### config.mk
export PLATFORM = sky130hd
export DESIGN_NAME = alu_share_ctrl
export DESIGN_NICKNAME = d
export VERILOG_FILES = /design/src/rtl/alu_ctrl_pkg.sv /design/src/rtl/rr_arbiter.sv /design/src/rtl/alu_share_ctrl.sv
export SDC_FILE = /design/constraint.sdc
export NUM_CORES = 1
export LEC_CHECK = 0
export CELL_PAD_IN_SITES_DETAIL_PLACEMENT = 0
export CELL_PAD_IN_SITES_GLOBAL_PLACEMENT = 1
export CORE_MARGIN = 5
export CORE_UTILIZATION = 29
export CTS_BUF_LIST = sky130_fd_sc_hd__clkbuf_4
export CTS_CLUSTER_DIAMETER = 150
export DETAILED_ROUTE_END_ITERATION = 7
export PLACE_DENSITY_LB_ADDON = 0.1
export SLEW_MARGIN = 20
export SYNTH_ARGS = -nofsm -noshare
export SYNTH_HDL_FRONTEND = slang
export SYNTH_SLANG_ARGS = --single-unit
### constraint.sdc
create_clock -name clk -period 5.2 [get_ports clk]
set_input_delay 1.04 -clock clk [delete_from_list [all_inputs] [get_ports clk]]
set_output_delay 1.04 -clock clk [all_outputs]
set_load 0.02 [all_outputs]
### src/rtl/alu_ctrl_pkg.sv
`default_nettype none
// ============================================================================
//  Module   : alu_ctrl_pkg
//  Purpose  : Shared opcodes, widths and FSM encodings for the shared
//             arithmetic-unit controller.
//  Revision : 1.0  initial release
// ============================================================================
package alu_ctrl_pkg;

    localparam int DATA_W = 32;
    localparam int RES_W  = 64;
    localparam int OP_W   = 3;

    localparam logic [OP_W-1:0] OP_ADD = 3'd0;
    localparam logic [OP_W-1:0] OP_SUB = 3'd1;
    localparam logic [OP_W-1:0] OP_MUL = 3'd2;
    localparam logic [OP_W-1:0] OP_DIV = 3'd3;
    localparam logic [OP_W-1:0] OP_AND = 3'd4;
    localparam logic [OP_W-1:0] OP_OR  = 3'd5;
    localparam logic [OP_W-1:0] OP_NOT = 3'd6;
    localparam logic [OP_W-1:0] OP_XOR = 3'd7;

    localparam logic [1:0] ST_IDLE    = 2'd0;
    localparam logic [1:0] ST_ISSUE   = 2'd1;
    localparam logic [1:0] ST_CAPTURE = 2'd2;
    localparam logic [1:0] ST_RESP    = 2'd3;

endpackage
`default_nettype wire

### src/rtl/rr_arbiter.sv
`default_nettype none
// ============================================================================
//  Module   : rr_arbiter
//  Purpose  : Combinational round-robin arbiter. Searches upward from the
//             requester after last_grant and returns a one-hot grant plus
//             its binary index.
//  Revision : 1.0  initial release
// ============================================================================
module rr_arbiter #(
    parameter int N = 4
) (
    input  logic [N-1:0]         req,
    input  logic [$clog2(N)-1:0] last_grant,
    output logic [N-1:0]         grant,
    output logic [$clog2(N)-1:0] grant_idx
);

    localparam int              IDX_W = $clog2(N);
    localparam logic [IDX_W:0]  c_N   = (IDX_W+1)'(N);

    // First pending requester at (last_grant + k) mod N, k = 1..N
    always_comb begin : p_search
        logic [IDX_W:0] w_pos;
        logic           w_found;
        grant     = '0;
        grant_idx = '0;
        w_found   = 1'b0;
        w_pos     = '0;
        for (int k = 1; k <= N; k++) begin
            w_pos = {1'b0, last_grant} + (IDX_W+1)'(k);
            if (w_pos >= c_N) begin
                w_pos = w_pos - c_N;
            end
            if (!w_found && req[w_pos[IDX_W-1:0]]) begin
                grant[w_pos[IDX_W-1:0]] = 1'b1;
                grant_idx               = w_pos[IDX_W-1:0];
                w_found                 = 1'b1;
            end
        end
    end

endmodule
`default_nettype wire

### src/rtl/alu_share_ctrl.sv
`default_nettype none
// ============================================================================
//  Module   : alu_share_ctrl
//  Purpose  : Shares one registered-output arithmetic unit between NUM_REQ
//             requesters. One operation in flight; divide-by-zero is trapped
//             before the unit is issued.
//  Revision : 1.0  initial release
// ============================================================================
module alu_share_ctrl
    import alu_ctrl_pkg::*;
#(
    parameter int NUM_REQ = 4
) (
    input  logic                      clk,
    input  logic                      rst_n,
    input  logic [NUM_REQ-1:0]        req_valid,
    output logic [NUM_REQ-1:0]        req_ready,
    input  logic [OP_W*NUM_REQ-1:0]   req_op,
    input  logic [DATA_W*NUM_REQ-1:0] req_op1,
    input  logic [DATA_W*NUM_REQ-1:0] req_op2,
    output logic [NUM_REQ-1:0]        rsp_valid,
    input  logic [NUM_REQ-1:0]        rsp_ready,
    output logic [RES_W-1:0]          rsp_result,
    output logic                      rsp_err,
    output logic [OP_W-1:0]           alu_operation,
    output logic [DATA_W-1:0]         alu_op1,
    output logic [DATA_W-1:0]         alu_op2,
    input  logic [RES_W-1:0]          alu_result,
    output logic                      busy
);

    localparam int               IDX_W       = $clog2(NUM_REQ);
    localparam logic [IDX_W-1:0] c_LAST_INIT = IDX_W'(NUM_REQ - 1);

    logic [1:0]         r_state;
    logic [IDX_W-1:0]   r_last_grant;
    logic [NUM_REQ-1:0] r_gnt;
    logic [OP_W-1:0]    r_op;
    logic [DATA_W-1:0]  r_op1;
    logic [DATA_W-1:0]  r_op2;
    logic [RES_W-1:0]   r_result;
    logic               r_err;

    logic [NUM_REQ-1:0] w_grant;
    logic [IDX_W-1:0]   w_gnt_idx;
    logic [OP_W-1:0]    w_sel_op;
    logic [DATA_W-1:0]  w_sel_op1;
    logic [DATA_W-1:0]  w_sel_op2;
    logic               w_any;
    logic               w_trap;
    logic               w_rsp_taken;

    rr_arbiter #(
        .N (NUM_REQ)
    ) u_arb (
        .req        (req_valid),
        .last_grant (r_last_grant),
        .grant      (w_grant),
        .grant_idx  (w_gnt_idx)
    );

    // Payload of the currently granted requester
    always_comb begin
        w_sel_op  = '0;
        w_sel_op1 = '0;
        w_sel_op2 = '0;
        for (int i = 0; i < NUM_REQ; i++) begin
            if (w_grant[i]) begin
                w_sel_op  = req_op[OP_W*i +: OP_W];
                w_sel_op1 = req_op1[DATA_W*i +: DATA_W];
                w_sel_op2 = req_op2[DATA_W*i +: DATA_W];
            end
        end
    end

    assign w_any       = |req_valid;
    assign w_trap      = (w_sel_op == OP_DIV) && (w_sel_op2 == '0);
    assign w_rsp_taken = |(rsp_ready & r_gnt);

    // Accept-ready is suppressed while reset is asserted so no requester
    // believes it was accepted on an edge that the reset discards.
    assign req_ready     = (rst_n && (r_state == ST_IDLE)) ? w_grant : '0;
    assign rsp_valid     = (r_state == ST_RESP) ? r_gnt : '0;
    assign rsp_result    = r_result;
    assign rsp_err       = r_err;
    assign busy          = (r_state != ST_IDLE);
    assign alu_operation = (r_state == ST_ISSUE) ? r_op  : '0;
    assign alu_op1       = (r_state == ST_ISSUE) ? r_op1 : '0;
    assign alu_op2       = (r_state == ST_ISSUE) ? r_op2 : '0;

    // Controller FSM: accept, issue, capture the registered result, respond
    always_ff @(posedge clk) begin
        if (!rst_n) begin
            r_state      <= ST_IDLE;
            r_last_grant <= c_LAST_INIT;
            r_gnt        <= '0;
            r_op         <= '0;
            r_op1        <= '0;
            r_op2        <= '0;
            r_result     <= '0;
            r_err        <= 1'b0;
        end else begin
            case (r_state)
                ST_IDLE: begin
                    if (w_any) begin
                        r_gnt        <= w_grant;
                        r_last_grant <= w_gnt_idx;
                        r_op         <= w_sel_op;
                        r_op1        <= w_sel_op1;
                        r_op2        <= w_sel_op2;
                        if (w_trap) begin
                            r_result <= '0;
                            r_err    <= 1'b1;
                            r_state  <= ST_RESP;
                        end else begin
                            r_state  <= ST_ISSUE;
                        end
                    end
                end
                ST_ISSUE: begin
                    r_state <= ST_CAPTURE;
                end
                ST_CAPTURE: begin
                    r_result <= alu_result;
                    r_err    <= 1'b0;
                    r_state  <= ST_RESP;
                end
                ST_RESP: begin
                    if (w_rsp_taken) begin
                        r_state <= ST_IDLE;
                    end
                end
                default: begin
                    r_state <= ST_IDLE;
                end
            endcase
        end
    end

endmodule
`default_nettype wire
==> results_dict.tcl <==
set metrics [dict create \
    power.density_mw_per_mm2 539 \
    die-area_mm2 0.0381 \
    r2r_slack_ns 0.52 \
    gp_congestion 0.919 \
    final_cell_area_mm2 0.0156 \
    start_util_pct 29.5 \
    cts_hold_buf 0 \
    wl_met1_um 20200 \
    cts_buffers 17 \
    synth_top_area_share_pct 28.2 \
    tritoncts "built" \
    max_freq_ghz 0.202 \
    overflow 0 \
    synth_cells 1381 \
    nets 2135 \
    hold_viol 0 \
    critPathMaxFanout 13 \
    fin_crit_ns 4.94 \
    cts_max_level 4 \
    ys.flop_type "dfxtp_1" \
    drt_first_pass_iters 4 \
    clock_path_buffers 2 \
    insertion_delay_ns 0.58 \
    clkTransAtPathRegs_ns 0.15 \
    drive_gt1_share_pct 7.03 \
    place.port_buffers 482 \
    die_h_um 195 \
    yosysMostFrequentCell "a21oi_1" \
    clkSinkCount 140 \
    drv_slew 0 \
    ctsRootBufferMaster "clkbuf_4" \
    vias 12600 \
    yosys.area.top_type "dfxtp_1" \
    yosys.area_share.adder_pct 1.51 \
    synth.area.mux_share_pct 1.52 \
    vias_per_cell 5.59 \
    min_path_cells 2 \
    synth_top_family_by_area "compound AO/OA/AOI/OAI gates" \
    top_layer "met4" \
    r2r-end "rsp_result[39]" \
    skew_ns 0.0340 \
    first_global_vias 12500 \
    tightest_slew_ns 0.962 \
    end_kind "primary output" \
    fill_cells 3400 \
    fin_crit_sh_pct 95.0 \
    grt_start_max_net_pins 131 \
    syn_nets 1735 \
    outcome "complete, no violations" \
    cp.arrival_ns 3.90 \
    p_leak_uw 0.00555 \
    synth_area_leaders "dfxtp_1 (28%), a21oi_1 (8.0%), o21ai_0 (6.7%)" \
    dp_hpwl_um 36400 \
    required_ns 4.16 \
    synth_cell_type_count 57 \
    synth_commonest_cells "a21oi_1 (158), clkbuf_1 (145), dfxtp_1 (140)" \
    avgSynthCellArea_um2 7.19 \
    synth-edff-count 0 \
    rsz0062_at_grt "no" \
    grt_pass1_wl_um 74900 \
    cp-start-kind "input port" \
    min_to "r_op2[9]" \
    synth-compound-area-share_pct 33.9 \
    async_reset_ff_share_pct 0 \
    synth-simple-area-share_pct 27.6 \
    drc 0 \
    gr-usage-all-layers_pct 24.7 \
    ys_ff_latch 140 \
    rr_worst_depth 15 \
    hold_start "r_op2[9]" \
    wl_met2_um 24400 \
    wl_um 49900 \
    max_cap_viol_count 0 \
    r2r_start "r_last_grant[0]" \
    rows 67 \
    antenna_found_initial 11 \
    place_area_mm2 0.0153 \
    syn-cell-area_mm2 0.00993 \
    synth_warnings 0 \
    relSlewSlack_pct 35.8 \
    wl_met3_um 3910 \
    place_ws_ns -0.182 \
    ant_nets 0 \
    area_growth_pct 56.7 \
    synth-xor-area-share_pct 0 \
    postLayoutSetupSlackWorst_ns 0.258 \
    pin_count 483 \
    ir_drop_uv 258 \
    setup_violations 0 \
    hp-class "reg -> reg" \
    drt_iter0_drc 800 \
    core_area_mm2 0.0337 \
    path_class "in -> out" \
    wire_per_inst_um 22.2 \
    die_w_um 195 \
    yosysSeqAreaShare_pct 28.2 \
]
[cell usage in the layout, fill, tap and decap left out, types with 8 or more instances in the layout]
cell type,synthesis,layout
clkdlybuf4s50_1,0,481
o22ai_1,14,14
a221oi_1,35,35
nor2_1,94,93
o311ai_1,59,59
and4_1,38,38
diode_2,0,11
clkbuf_4,0,17
buf_12,0,8
inv_1,8,8
and2_1,76,76
o211ai_1,35,35
and3_1,66,66
o311ai_0,41,41
o21ai_0,133,133
a21oi_1,158,158
ha_1,12,10
dfxtp_1,140,140
nand2_1,111,109
buf_4,1,60
nor3_1,31,30
nand3_1,65,65
[worst max-delay path, stage by stage]
cell and delay [ns]:
clkdlybuf4s50_1 0.49, mux4_2 0.58, a221o_1 0.47, nor3_4 0.57, nor2_1 0.10, clkdlybuf4s50_1 0.63
[registers in the layout, summed over array words and instances, names as in the netlist]
signal and flops:
r_state 2, r_op 3, r_op2 32, r_op1 32, rsp_result 64, r_last_grant 2, r_gnt 4, rsp_err 1
[layout make-up]
class                           instances  area [um2]  area share (%)
Clock buffer                           17         128           0.820
Clock inverter                         13        93.8           0.603
Multi-Input combinational cell       1063        6490            41.7
Antenna cell                           11        27.5           0.177
Timing Repair Buffer                  550        5440            34.9
Tap cell                              448         561            3.60
Inverter                                9        35.0           0.225
Sequential cell                       140        2800            18.0
[power breakdown]
part	switching (uW)	internal, uW
Clock	463	187
Sequential	207	1480
Combinational	3570	2480
[logic make-up after synthesis]
group,after synthesis
AND/OR/NAND/NOR,520
AO/OA/AOI/OAI,519
adder cells (fa/ha/maj),12
multiplexers,11
buffers and inverters,179
flip-flops,140
[layer usage]
layer	track usage [%]	up-vias
met4	8.74	0
met5	0	-
met1	29.9	5999
li1	-	6038
met2	41.7	484
met3	7.08	70
[through the flow]
stage               instances  power [uW]  TNS [ns]  hold WS [ns]  utilization [%]
floorplan                1381        5300         0         0.427                -
global placement         2207        7670     -7.16         0.439             45.4
detailed placement       2207        7710     -7.58         0.444             45.4
CTS                      2238        8430         0         0.463             46.1
global route             2251        9110         0         0.492             46.2
finish                   2251        8390         0         0.462             46.2
[worst max-delay path by stage]
stage | to | from | depth (start not counted)
global placement | rsp_result[36] | req_valid[0] | 10
floorplan | req_ready[2] | r_last_grant[1] | 13
CTS | req_ready[1] | r_last_grant[0] | 9
detailed placement | rsp_result[39] | req_valid[0] | 10
finish | req_ready[2] | req_valid[0] | 6
global route | req_ready[2] | r_last_grant[0] | 8
[repair_timing]
action                                  4_1_cts  5_1_grt
resized for setup                             1        0
endpoints found under the setup margin        2        1
buffers inserted                              0        2
pin swaps                                     1        1
cloned                                        1        0
Note: power is estimated with default switching activity, not from simulation.
